<file path="config.mk">
export PLATFORM = sky130hd
export DESIGN_NAME = cpu_run_ctrl_flat
export DESIGN_NICKNAME = d
export VERILOG_FILES = /design/src/rtl/cpu_run_ctrl_pkg.sv /design/src/rtl/cpu_run_ctrl_if.sv /design/src/rtl/cpu_run_ctrl_sat_counter.sv /design/src/rtl/cpu_run_ctrl.sv /design/src/flat_wrapper.sv
export SDC_FILE = /design/constraint.sdc
export NUM_CORES = 1
export LEC_CHECK = 0
export ABC_CLOCK_PERIOD_IN_PS = 3700
export BUFFER_PORTS_ARGS = -buffer_cell sky130_fd_sc_hd__buf_2
export CORE_MARGIN = 4
export CORE_UTILIZATION = 45
export CTS_BUF_LIST = sky130_fd_sc_hd__clkbuf_4 sky130_fd_sc_hd__clkbuf_8 sky130_fd_sc_hd__clkbuf_16
export CTS_CLUSTER_SIZE = 20
export DETAILED_ROUTE_END_ITERATION = 8
export PLACE_DENSITY = 0.66
export SLEW_MARGIN = 20
export SYNTH_ARGS = -nofsm -noshare
export SYNTH_HDL_FRONTEND = slang
export SYNTH_SLANG_ARGS = --single-unit
</file>
<file path="constraint.sdc">
create_clock -name clk -period 3.7 [get_ports clk]
set_input_delay 0.185 -clock clk [delete_from_list [all_inputs] [get_ports clk]]
set_output_delay 0.185 -clock clk [all_outputs]
set_load 0.01 [all_outputs]
</file>
<file path="src/rtl/cpu_run_ctrl_pkg.sv">
// cpu_run_ctrl shared types and constants.
// Run states, default parameters, elaboration helpers.
package cpu_run_pkg;

  typedef enum logic [1:0] {
    S_HOLD,
    S_RELEASE,
    S_RUN,
    S_DONE
  } state_t;

  localparam int DEF_N_CPU      = 1;
  localparam int DEF_RST_CYCLES = 10;
  localparam int DEF_STAGGER    = 0;
  localparam int DEF_MAX_CYCLES = 500;
  localparam int DEF_CNT_W      = 32;

  function automatic int cnt_w(input int v);
    return (v < 2) ? 1 : $clog2(v + 1);
  endfunction

  function automatic bit cfg_ok(
    input int n,
    input int r,
    input int s
  );
    return (n >= 1) && (n <= 16) &&
           (r >= 1) && (s >= 0);
  endfunction

endpackage

</file>
<file path="src/rtl/cpu_run_ctrl_if.sv">
// Run-control bundle between controller and
// the cores / bench.
interface cpu_run_ctrl_if #(
  parameter int N_CPU = 1,
  parameter int CNT_W = 32
);
  logic             hold;
  logic [N_CPU-1:0] halt_req;
  logic [N_CPU-1:0] cpu_rst;
  logic             running;
  logic             done;
  logic             timeout;
  logic [CNT_W-1:0] cycle_count;

  modport master (
    input  hold,
    input  halt_req,
    output cpu_rst,
    output running,
    output done,
    output timeout,
    output cycle_count
  );

  modport slave (
    output hold,
    output halt_req,
    input  cpu_rst,
    input  running,
    input  done,
    input  timeout,
    input  cycle_count
  );
endinterface

</file>
<file path="src/rtl/cpu_run_ctrl_sat_counter.sv">
// Up-counter with synchronous clear and
// saturation at all-ones.
module sat_counter #(
  parameter int W = 8
) (
  input  logic         clk,
  input  logic         rst,
  input  logic         clr,
  input  logic         en,
  output logic [W-1:0] q
);

  always_ff @(posedge clk or posedge rst) begin
    if (rst)
      q <= '0;
    else if (clr)
      q <= '0;
    else if (en && !(&q))
      q <= q + W'(1);
  end

endmodule

</file>
<file path="src/rtl/cpu_run_ctrl.sv">
// Run controller: reset stretch, staggered core
// release, cycle budget and all-halt detection.
module cpu_run_ctrl
  import cpu_run_pkg::*;
#(
  parameter int N_CPU      = DEF_N_CPU,
  parameter int RST_CYCLES = DEF_RST_CYCLES,
  parameter int STAGGER    = DEF_STAGGER,
  parameter int MAX_CYCLES = DEF_MAX_CYCLES,
  parameter int CNT_W      = DEF_CNT_W
) (
  input  logic       clk,
  input  logic       rst,
  cpu_run_ctrl_if.master bus
);

  localparam int HW = cnt_w(RST_CYCLES);
  localparam int SW = cnt_w(STAGGER);
  localparam int IW =
    (N_CPU > 1) ? $clog2(N_CPU) : 1;
  localparam bit STAG =
    (N_CPU > 1) && (STAGGER > 0);

  if (!cfg_ok(N_CPU, RST_CYCLES, STAGGER)) begin : g_bad
    $error("cpu_run_ctrl: bad parameters");
  end

  state_t           state;
  logic [N_CPU-1:0] cpu_rst;
  logic [N_CPU-1:0] halted;
  logic [N_CPU-1:0] hv;
  logic [IW-1:0]    idx;
  logic [HW-1:0]    hcnt;
  logic [SW-1:0]    scnt;
  logic [CNT_W-1:0] ccnt;
  logic             running;
  logic             done;
  logic             timeout;
  logic             act;
  logic             hit0;
  logic             sc_hit;
  logic             all_h;
  logic             bud;

  always_comb begin
    act    = (state == S_RELEASE) ||
             (state == S_RUN);
    hit0   = (hcnt == HW'(RST_CYCLES - 1));
    sc_hit = (scnt == SW'(STAGGER - 1));
    hv     = halted | (bus.halt_req & ~cpu_rst);
    all_h  = (state == S_RUN) && (&hv);
    // budget hit = the increment about to land on MAX_CYCLES
    bud    = (MAX_CYCLES != 0) && !(&ccnt) &&
             (64'(ccnt) + 64'd1 == 64'(MAX_CYCLES));
  end

  sat_counter #(.W(HW)) u_hold (
    .clk (clk),
    .rst (rst),
    .clr (bus.hold || (state != S_HOLD)),
    .en  (1'b1),
    .q   (hcnt)
  );

  sat_counter #(.W(SW)) u_stag (
    .clk (clk),
    .rst (rst),
    .clr (bus.hold || (state != S_RELEASE) ||
          sc_hit),
    .en  (1'b1),
    .q   (scnt)
  );

  sat_counter #(.W(CNT_W)) u_cyc (
    .clk (clk),
    .rst (rst),
    .clr (bus.hold || (state == S_HOLD)),
    .en  (act && !all_h),
    .q   (ccnt)
  );

  always_ff @(posedge clk or posedge rst) begin
    if (rst) begin
      state   <= S_HOLD;
      cpu_rst <= '1;
      halted  <= '0;
      idx     <= '0;
      running <= 1'b0;
      done    <= 1'b0;
      timeout <= 1'b0;
    end else if (bus.hold) begin
      state   <= S_HOLD;
      cpu_rst <= '1;
      halted  <= '0;
      idx     <= '0;
      running <= 1'b0;
      done    <= 1'b0;
      timeout <= 1'b0;
    end else begin
      unique case (state)
        S_HOLD: begin
          if (hit0) begin
            running <= 1'b1;
            idx     <= IW'(1);
            if (STAG) begin
              state      <= S_RELEASE;
              cpu_rst[0] <= 1'b0;
            end else begin
              state   <= S_RUN;
              cpu_rst <= '0;
            end
          end
        end
        S_RELEASE: begin
          halted <= hv;
          if (bud) begin
            state   <= S_DONE;
            running <= 1'b0;
            done    <= 1'b1;
            timeout <= 1'b1;
          end else if (sc_hit) begin
            cpu_rst <= cpu_rst &
                       ~(N_CPU'(1) << idx);
            idx     <= idx + IW'(1);
            if (idx == IW'(N_CPU - 1))
              state <= S_RUN;
          end
        end
        S_RUN: begin
          halted <= hv;
          if (all_h) begin
            state   <= S_DONE;
            running <= 1'b0;
            done    <= 1'b1;
            timeout <= 1'b0;
          end else if (bud) begin
            state   <= S_DONE;
            running <= 1'b0;
            done    <= 1'b1;
            timeout <= 1'b1;
          end
        end
        S_DONE: begin
        end
      endcase
    end
  end

  assign bus.cpu_rst     = cpu_rst;
  assign bus.running     = running;
  assign bus.done        = done;
  assign bus.timeout     = timeout;
  assign bus.cycle_count = ccnt;

endmodule

</file>
<file path="src/flat_wrapper.sv">
// flat-port wrapper written by rule: the top's interface ports become plain ports
module cpu_run_ctrl_flat import cpu_run_pkg::*;
#(
  parameter int N_CPU      = DEF_N_CPU,
  parameter int RST_CYCLES = DEF_RST_CYCLES,
  parameter int STAGGER    = DEF_STAGGER,
  parameter int MAX_CYCLES = DEF_MAX_CYCLES,
  parameter int CNT_W      = DEF_CNT_W
)
  (clk, rst, bus_hold, bus_halt_req, bus_cpu_rst, bus_running, bus_done, bus_timeout, bus_cycle_count);
  cpu_run_ctrl_if #(.N_CPU(N_CPU), .CNT_W(CNT_W)) bus_i ();
  input  logic clk;
  input  logic rst;
  input wire logic [$bits(bus_i.hold)-1:0] bus_hold;
  input wire logic [$bits(bus_i.halt_req)-1:0] bus_halt_req;
  output wire logic [$bits(bus_i.cpu_rst)-1:0] bus_cpu_rst;
  output wire logic [$bits(bus_i.running)-1:0] bus_running;
  output wire logic [$bits(bus_i.done)-1:0] bus_done;
  output wire logic [$bits(bus_i.timeout)-1:0] bus_timeout;
  output wire logic [$bits(bus_i.cycle_count)-1:0] bus_cycle_count;
  assign bus_i.hold = bus_hold;
  assign bus_i.halt_req = bus_halt_req;
  assign bus_cpu_rst = bus_i.cpu_rst;
  assign bus_running = bus_i.running;
  assign bus_done = bus_i.done;
  assign bus_timeout = bus_i.timeout;
  assign bus_cycle_count = bus_i.cycle_count;
  cpu_run_ctrl #(.N_CPU(N_CPU), .RST_CYCLES(RST_CYCLES), .STAGGER(STAGGER), .MAX_CYCLES(MAX_CYCLES), .CNT_W(CNT_W)) u_core (.clk(clk), .rst(rst), .bus(bus_i));
endmodule
</file>
==> impl_metrics.env, run 1 <==
export IMPL_maxSlewHeadroom_pct=47.3
export IMPL_synth_warnings=0
export IMPL_first_pass_iters=4
export IMPL_clock_path_buffers=2
export IMPL_synth_flop_cell="dfrtp_1"
export IMPL_final_cell_mix="nor2_1 (45), dfrtp_1 (44), buf_2 (39)"
export IMPL_io_pins=40
export IMPL_cp_slowest_cell="dfrtp_1"
export IMPL_post_cts_buffers=0
export IMPL_skew_ns=0.0115
export IMPL_swShare_pct=27.7
export IMPL_grt_max_degree=46
export IMPL_fin_cells=474
export IMPL_synth_area_sq_um=3120
export IMPL_core_area_sq_um=6760
export IMPL_n_antenna_cell=0
export IMPL_via_per_inst=5.83
export IMPL_numCtsBuffers=5
export IMPL_syn_nets=380
export IMPL_irDropWorstVdd_uv=129
export IMPL_slew_viol_final=0
export IMPL_cp_cell_sequence="ha_1 -> nand4_2 -> or2_0 -> o41a_1 -> a211o_1 -> or4_4 -> nor4_4 -> mux2i_1 -> a211oi_2"
export IMPL_yosysUniqueCellTypes=64
export IMPL_area_growth_pct=9.30
export IMPL_grt_setup_unrepaired="no"
export IMPL_netlist_instances=369
export IMPL_use_met1_pct=26.6
export IMPL_dp_cells=466
export IMPL_post_place_ws_ns=0.303
export IMPL_clk_latency_ns=0.30
export IMPL_comb_power_share_pct=14.0
export IMPL_synth_edf_count=0
export IMPL_ant_nets=0
export IMPL_crit_fanout=9
export IMPL_synth_seq_area_share_pct=36.1
export IMPL_drc=0
export IMPL_setup_viol=0
export IMPL_switchingPower_w=0.000275
export IMPL_holdBufCountCts=0
export IMPL_power_density_nw_per_um2=291
export IMPL_violations="negative hold slack"
export IMPL_maxCapViolCount=0
export IMPL_cts_max_level=2
export IMPL_synth_seq_cells=45
export IMPL_drive_above_1_share_pct=18.8
export IMPL_max_clock_freq_ghz=0.292
export IMPL_vias=2765
export IMPL_end_kind="flop"
export IMPL_clockRootBuffer="clkbuf_8"
export IMPL_synth_async_reset_ratio_pct=100
export IMPL_die_width_microns=91.3
export IMPL_antenna_found_initial=0
export IMPL_place_gp_congestion=0.906
export IMPL_path_class="reg2reg"
export IMPL_critical_path_max_stage_delay_ns=0.51
export IMPL_worst_setup_hold_path_clk_slew_ns=0.09
export IMPL_setup_slack_ns=0.272
export IMPL_path_delay_family="simple AND/OR/NAND/NOR gates"
export IMPL_hp_class="in2async"
export IMPL_status="complete, but fails checks"
export IMPL_syn_area_per_cell_sq_um=8.46
export IMPL_start_util_pct=46.2
export IMPL_start_kind="flop"
export IMPL_p_seq_share_pct=52.5
export IMPL_mostFrequentLayoutCell="nor2_1"
export IMPL_tightest_slew_ns=0.790
export IMPL_grt_pass1_vias=2615
export IMPL_internal_power_w=0.000717
export IMPL_min_period_over_period_pct=92.6
export IMPL_critical_path_buf_inv_count=0
export IMPL_grt_total_usage_pct=18.6
export IMPL_min_period_ns=3.43
export IMPL_total_power_w=0.000993
export IMPL_cts_tree="built"
export IMPL_crit_required_ns=3.88
export IMPL_drt_wl_total_mm=7.24
export IMPL_use_met3_pct=3.40
export IMPL_hold_ws_ns=-0.0139
export IMPL_fin_util_pct=50.5
export IMPL_post_drt_wl_per_cell_microns=15.3
export IMPL_hold_viol=5
export IMPL_crit_arrival_ns=3.61
export IMPL_grt_pass1_wl_mm=12.9
export IMPL_cts_sinks=45
export IMPL_grt_overflow_total=0
export IMPL_fin_nets=404
export IMPL_clock_power_share_pct=33.5
export IMPL_grt_util_met2_pct=29.1
export IMPL_drtIter0Drc=153
export IMPL_row_count=30
export IMPL_fin_tns_setup_ns=0
export IMPL_p_leak_nw=1.39
export IMPL_cts_resized_gates=0
export IMPL_die_area_sq_um=8330
export IMPL_die_y_microns=91.3
export IMPL_port_buffers=39
export IMPL_dp_final_hpwl_mm=5.20
export IMPL_busiest_layer="met2"
-- final timing paths --
check	startpoint	endpoint	slack, ns	depth (start not counted)
worst min register to register	u_core.u_stag.q	u_core.u_stag.q	0.46	1
worst max register to register	u_core.u_cyc.q[0]	u_core.idx	0.27	9
min in group clk	bus_hold	u_core.idx	0.23	2
max in group asynchronous	rst	u_core.u_cyc.q[11]	3.22	2
worst min-delay path	rst	u_core.u_hold.q[3]	-0.01	2
worst max-delay path	u_core.u_cyc.q[0]	u_core.idx	0.27	9
-- logic make-up after synthesis --
family / synth area share [%]
AOI/OAI and AO/OA: 13.6
muxes: 0.641
and+or+nand+nor: 31.5
xor gates and xnor gates: 9.82
buffers and inverters: 5.49
adders and majority gates: 2.81
DFF: 36.1
-- layer usage --
metal | up-vias | share of wire (%)
met5 | - | 0
met4 | 0 | 0.75
met3 | 5 | 4.6
met2 | 65 | 45
met1 | 1327 | 50
li1 | 1368 | -
-- area by class of cell --
class,instances,area [sq um]
clock buffers,8,97.6
fillers,667,3340
inverters,10,38.8
multi-input cells,288,1820
flip-flops and latches,45,1130
well taps,80,100
repair buffers,43,225
-- registers in the layout (all words and copies together) (netlist names) --
signal,cells
u_core.bus.done,1
u_core.bus.running,1
u_core.bus.cpu_rst,1
u_core.u_hold.q,4
u_core.u_cyc.q,32
u_core.halted,1
u_core.bus.timeout,1
u_core.idx,1
u_core.u_stag.q,1
u_core.state,2
-- synth_stat cells, types with 8 or more instances --
master     n  area, sq um
nor2_1    45          169
dfrtp_1   44         1100
nand2_1   25         93.8
nor3_1    19         95.1
a21oi_1   18         90.1
nand3_1   18         90.1
xnor2_1   18          158
o21ai_0   17         85.1
xor2_1    17          149
clkbuf_1  15         56.3
nand4_1   12         75.1
inv_1     10         37.5
or3_1      8         50.1
-- metrics by stage --
step	instance area [sq um]	hold WS [ns]
global route	3410	0.0664
floorplan	3120	0.267
detailed placement	3310	0.457
finish	3410	-0.0139
global placement	3310	0.434
CTS	3410	0.138
-- power by group through the flow --
stage	Combinational, W	Sequential (W)	Clock, W
CTS	0.000140	0.000521	0.000344
global placement	0.000136	0.000530	0
global route	0.000157	0.000525	0.000366
floorplan	0.0000979	0.000531	0
detailed placement	0.000139	0.000531	0
finish	0.000138	0.000521	0.000333
-- worst register-to-register path, delay by kind of cell (launching register included) --
| kind | cells | cell delay [ns] |
|---|---|---|
| AND/OR/NAND/NOR | 4 | 1.41 |
| AO/OA/AOI/OAI | 3 | 0.77 |
| flip-flops | 1 | 0.51 |
| adder cells (fa/ha/maj) | 1 | 0.36 |
| multiplexers | 1 | 0.27 |
(Power assumes the default switching activity.)
==> run 2: changes to the inputs <==
- ABC_CLOCK_PERIOD_IN_PS: 3700 -> 3600
- RECOVER_POWER: unset -> 100
- clock period: 3.7 -> 3.6 ns (I/O delays scaled with it)
==> impl_metrics.env, run 2 (synthesis results as in run 1) <==
export IMPL_placed_cell_area_sq_um=3310
export IMPL_antenna_found_initial=0
export IMPL_p_leak_nw=1.23
export IMPL_startpoint="u_core.u_cyc.q[0]"
export IMPL_hold_viol=0
export IMPL_place_gp_congestion=0.907
export IMPL_clock_path_buffers=2
export IMPL_hp_class="in2reg"
export IMPL_cts_sinks=45
export IMPL_tightest_slew_ns=2.02
export IMPL_io_pins=40
export IMPL_port_buffers=39
export IMPL_ant_nets=0
export IMPL_start_kind="flop"
export IMPL_holdBufCountCts=0
export IMPL_clock_power_share_pct=34.2
export IMPL_post_place_ws_ns=0.151
export IMPL_grt_max_degree=46
export IMPL_crit_fanout=25
export IMPL_clk_latency_ns=0.30
export IMPL_internal_power_w=0.000735
export IMPL_power_density_nw_per_um2=303
export IMPL_clockRootBuffer="clkbuf_8"
export IMPL_drive_above_1_share_pct=9.62
export IMPL_maxSlewHeadroom_pct=-35.6
export IMPL_row_count=30
export IMPL_multi_input_area_sq_um=1820
export IMPL_p_seq_share_pct=52.4
export IMPL_comb_power_share_pct=13.5
export IMPL_die_width_microns=91.3
export IMPL_drt_wl_total_mm=7.36
export IMPL_slew_viol_final=46
export IMPL_numCtsBuffers=5
export IMPL_path_class="reg2reg"
export IMPL_start_util_pct=46.2
export IMPL_skew_ns=0.0105
export IMPL_fin_util_pct=49.9
export IMPL_regMostFlops="u_core.u_cyc.q"
export IMPL_end_kind="flop"
export IMPL_grt_pass1_vias=2641
export IMPL_vias=2769
export IMPL_mostFrequentLayoutCell="nor2_1"
export IMPL_fill_cells=685
export IMPL_drtIter0Drc=132
export IMPL_via_per_inst=5.83
export IMPL_total_power_w=0.00102
export IMPL_max_clock_freq_ghz=0.305
export IMPL_min_period_over_period_pct=91.0
export IMPL_die_area_sq_um=8330
export IMPL_post_drt_wl_per_cell_microns=15.5
export IMPL_cts_tree="built"
export IMPL_swShare_pct=28.1
export IMPL_crit_arrival_ns=3.44
export IMPL_worstReg2RegStart="u_core.u_cyc.q[0]"
export IMPL_violations="max-capacitance violations, max-slew violations"
export IMPL_grt_setup_unrepaired="no"
export IMPL_die_y_microns=91.3
export IMPL_cts_max_level=2
export IMPL_grt_overflow_total=0
export IMPL_hold_start="bus_hold"
export IMPL_fin_tns_setup_ns=0
export IMPL_postLayoutCellArea_sq_um=3370
export IMPL_irDropWorstVdd_uv=117
export IMPL_crit_required_ns=3.76
export IMPL_worst_setup_hold_path_clk_slew_ns=0.09
export IMPL_area_growth_pct=8.02
export IMPL_setup_viol=0
export IMPL_min_period_ns=3.28
export IMPL_final_cell_mix="nor2_1 (45), dfrtp_1 (44), clkbuf_1 (35)"
export IMPL_largest_reg_flops=32
export IMPL_top_regs="u_core.u_cyc.q: 32 flops, u_core.u_hold.q: 4 flops, u_core.state: 2 flops"
export IMPL_first_pass_iters=4
export IMPL_maxCapViolCount=1
export IMPL_switchingPower_w=0.000287
export IMPL_core_area_sq_um=6760
export IMPL_grt_pass1_wl_mm=12.8
export IMPL_drc=0
export IMPL_grt_total_usage_pct=18.7
export IMPL_area_sequential_sq_um=1130
export IMPL_dp_final_hpwl_mm=5.20
export IMPL_fin_nets=405
export IMPL_status="complete, but fails checks"
export IMPL_setup_slack_ns=0.324
export IMPL_n_antenna_cell=0
[run 2: power groups by stage]
stage          Clock (W)  Combinational, W  Sequential, W
2_1_floorplan          0          0.000101       0.000546
3_3_place_gp           0          0.000140       0.000544
3_5_place_dp           0          0.000143       0.000546
4_1_cts         0.000361          0.000144       0.000535
5_1_grt         0.000385          0.000158       0.000538
6_report        0.000349          0.000138       0.000535
[run 2: worst paths after layout]
| kind | to | slack [ns] | depth (start not counted) |
|---|---|---|---|
| worst min-delay path | u_core.bus.done | 0.21 | 2 |
| worst max-delay path | u_core.u_cyc.q[10] | 0.32 | 8 |
| worst max register to register | u_core.u_cyc.q[10] | 0.32 | 8 |
| max in group asynchronous | u_core.u_cyc.q[10] | 2.29 | 2 |
| worst min register to register | u_core.u_stag.q | 0.45 | 1 |
| min in group asynchronous | u_core.halted | 0.39 | 2 |
[run 2: stage by stage]
step	std cells	hold slack, ns
after floorplan	369	0.262
after global placement	466	0.432
after detailed placement	466	0.438
after CTS	474	0.144
after global routing	475	0.245
final	475	0.207
[run 2: area by class of cell]
type	instances	share of cell area (%)
Multi-Input combinational cell	288	54.0
Clock buffer	7	2.86
Timing Repair Buffer	44	5.45
Tap cell	80	2.97
Inverter	10	1.15
Clock inverter	1	0.148
Sequential cell	45	33.4
[run 2: worst max-delay path: stages, from the launching register on]
cell     delay [ns]
dfrtp_1        0.50
ha_2           0.32
nand4_2        0.16
or4_2          0.67
nor2_1         0.34
a31o_1         0.72
nor3_1         0.15
xnor2_1        0.21
nor2_1         0.06
[run 2: what timing repair did]
item / 4_1_cts / 5_1_grt
setup buffers: 0 / 1
endpoints found under the setup margin: 0 / 4
resized for setup: 0 / 1
[run 2: per-layer routing]
layer / up-vias / track usage [%] / share of wire [%]
met2: 53 / 29.3 / 46
li1: 1374 / - / -
met4: 0 / 5.65 / 0.87
met1: 1335 / 26.4 / 49
met3: 7 / 2.98 / 4.2
met5: - / 0 / 0
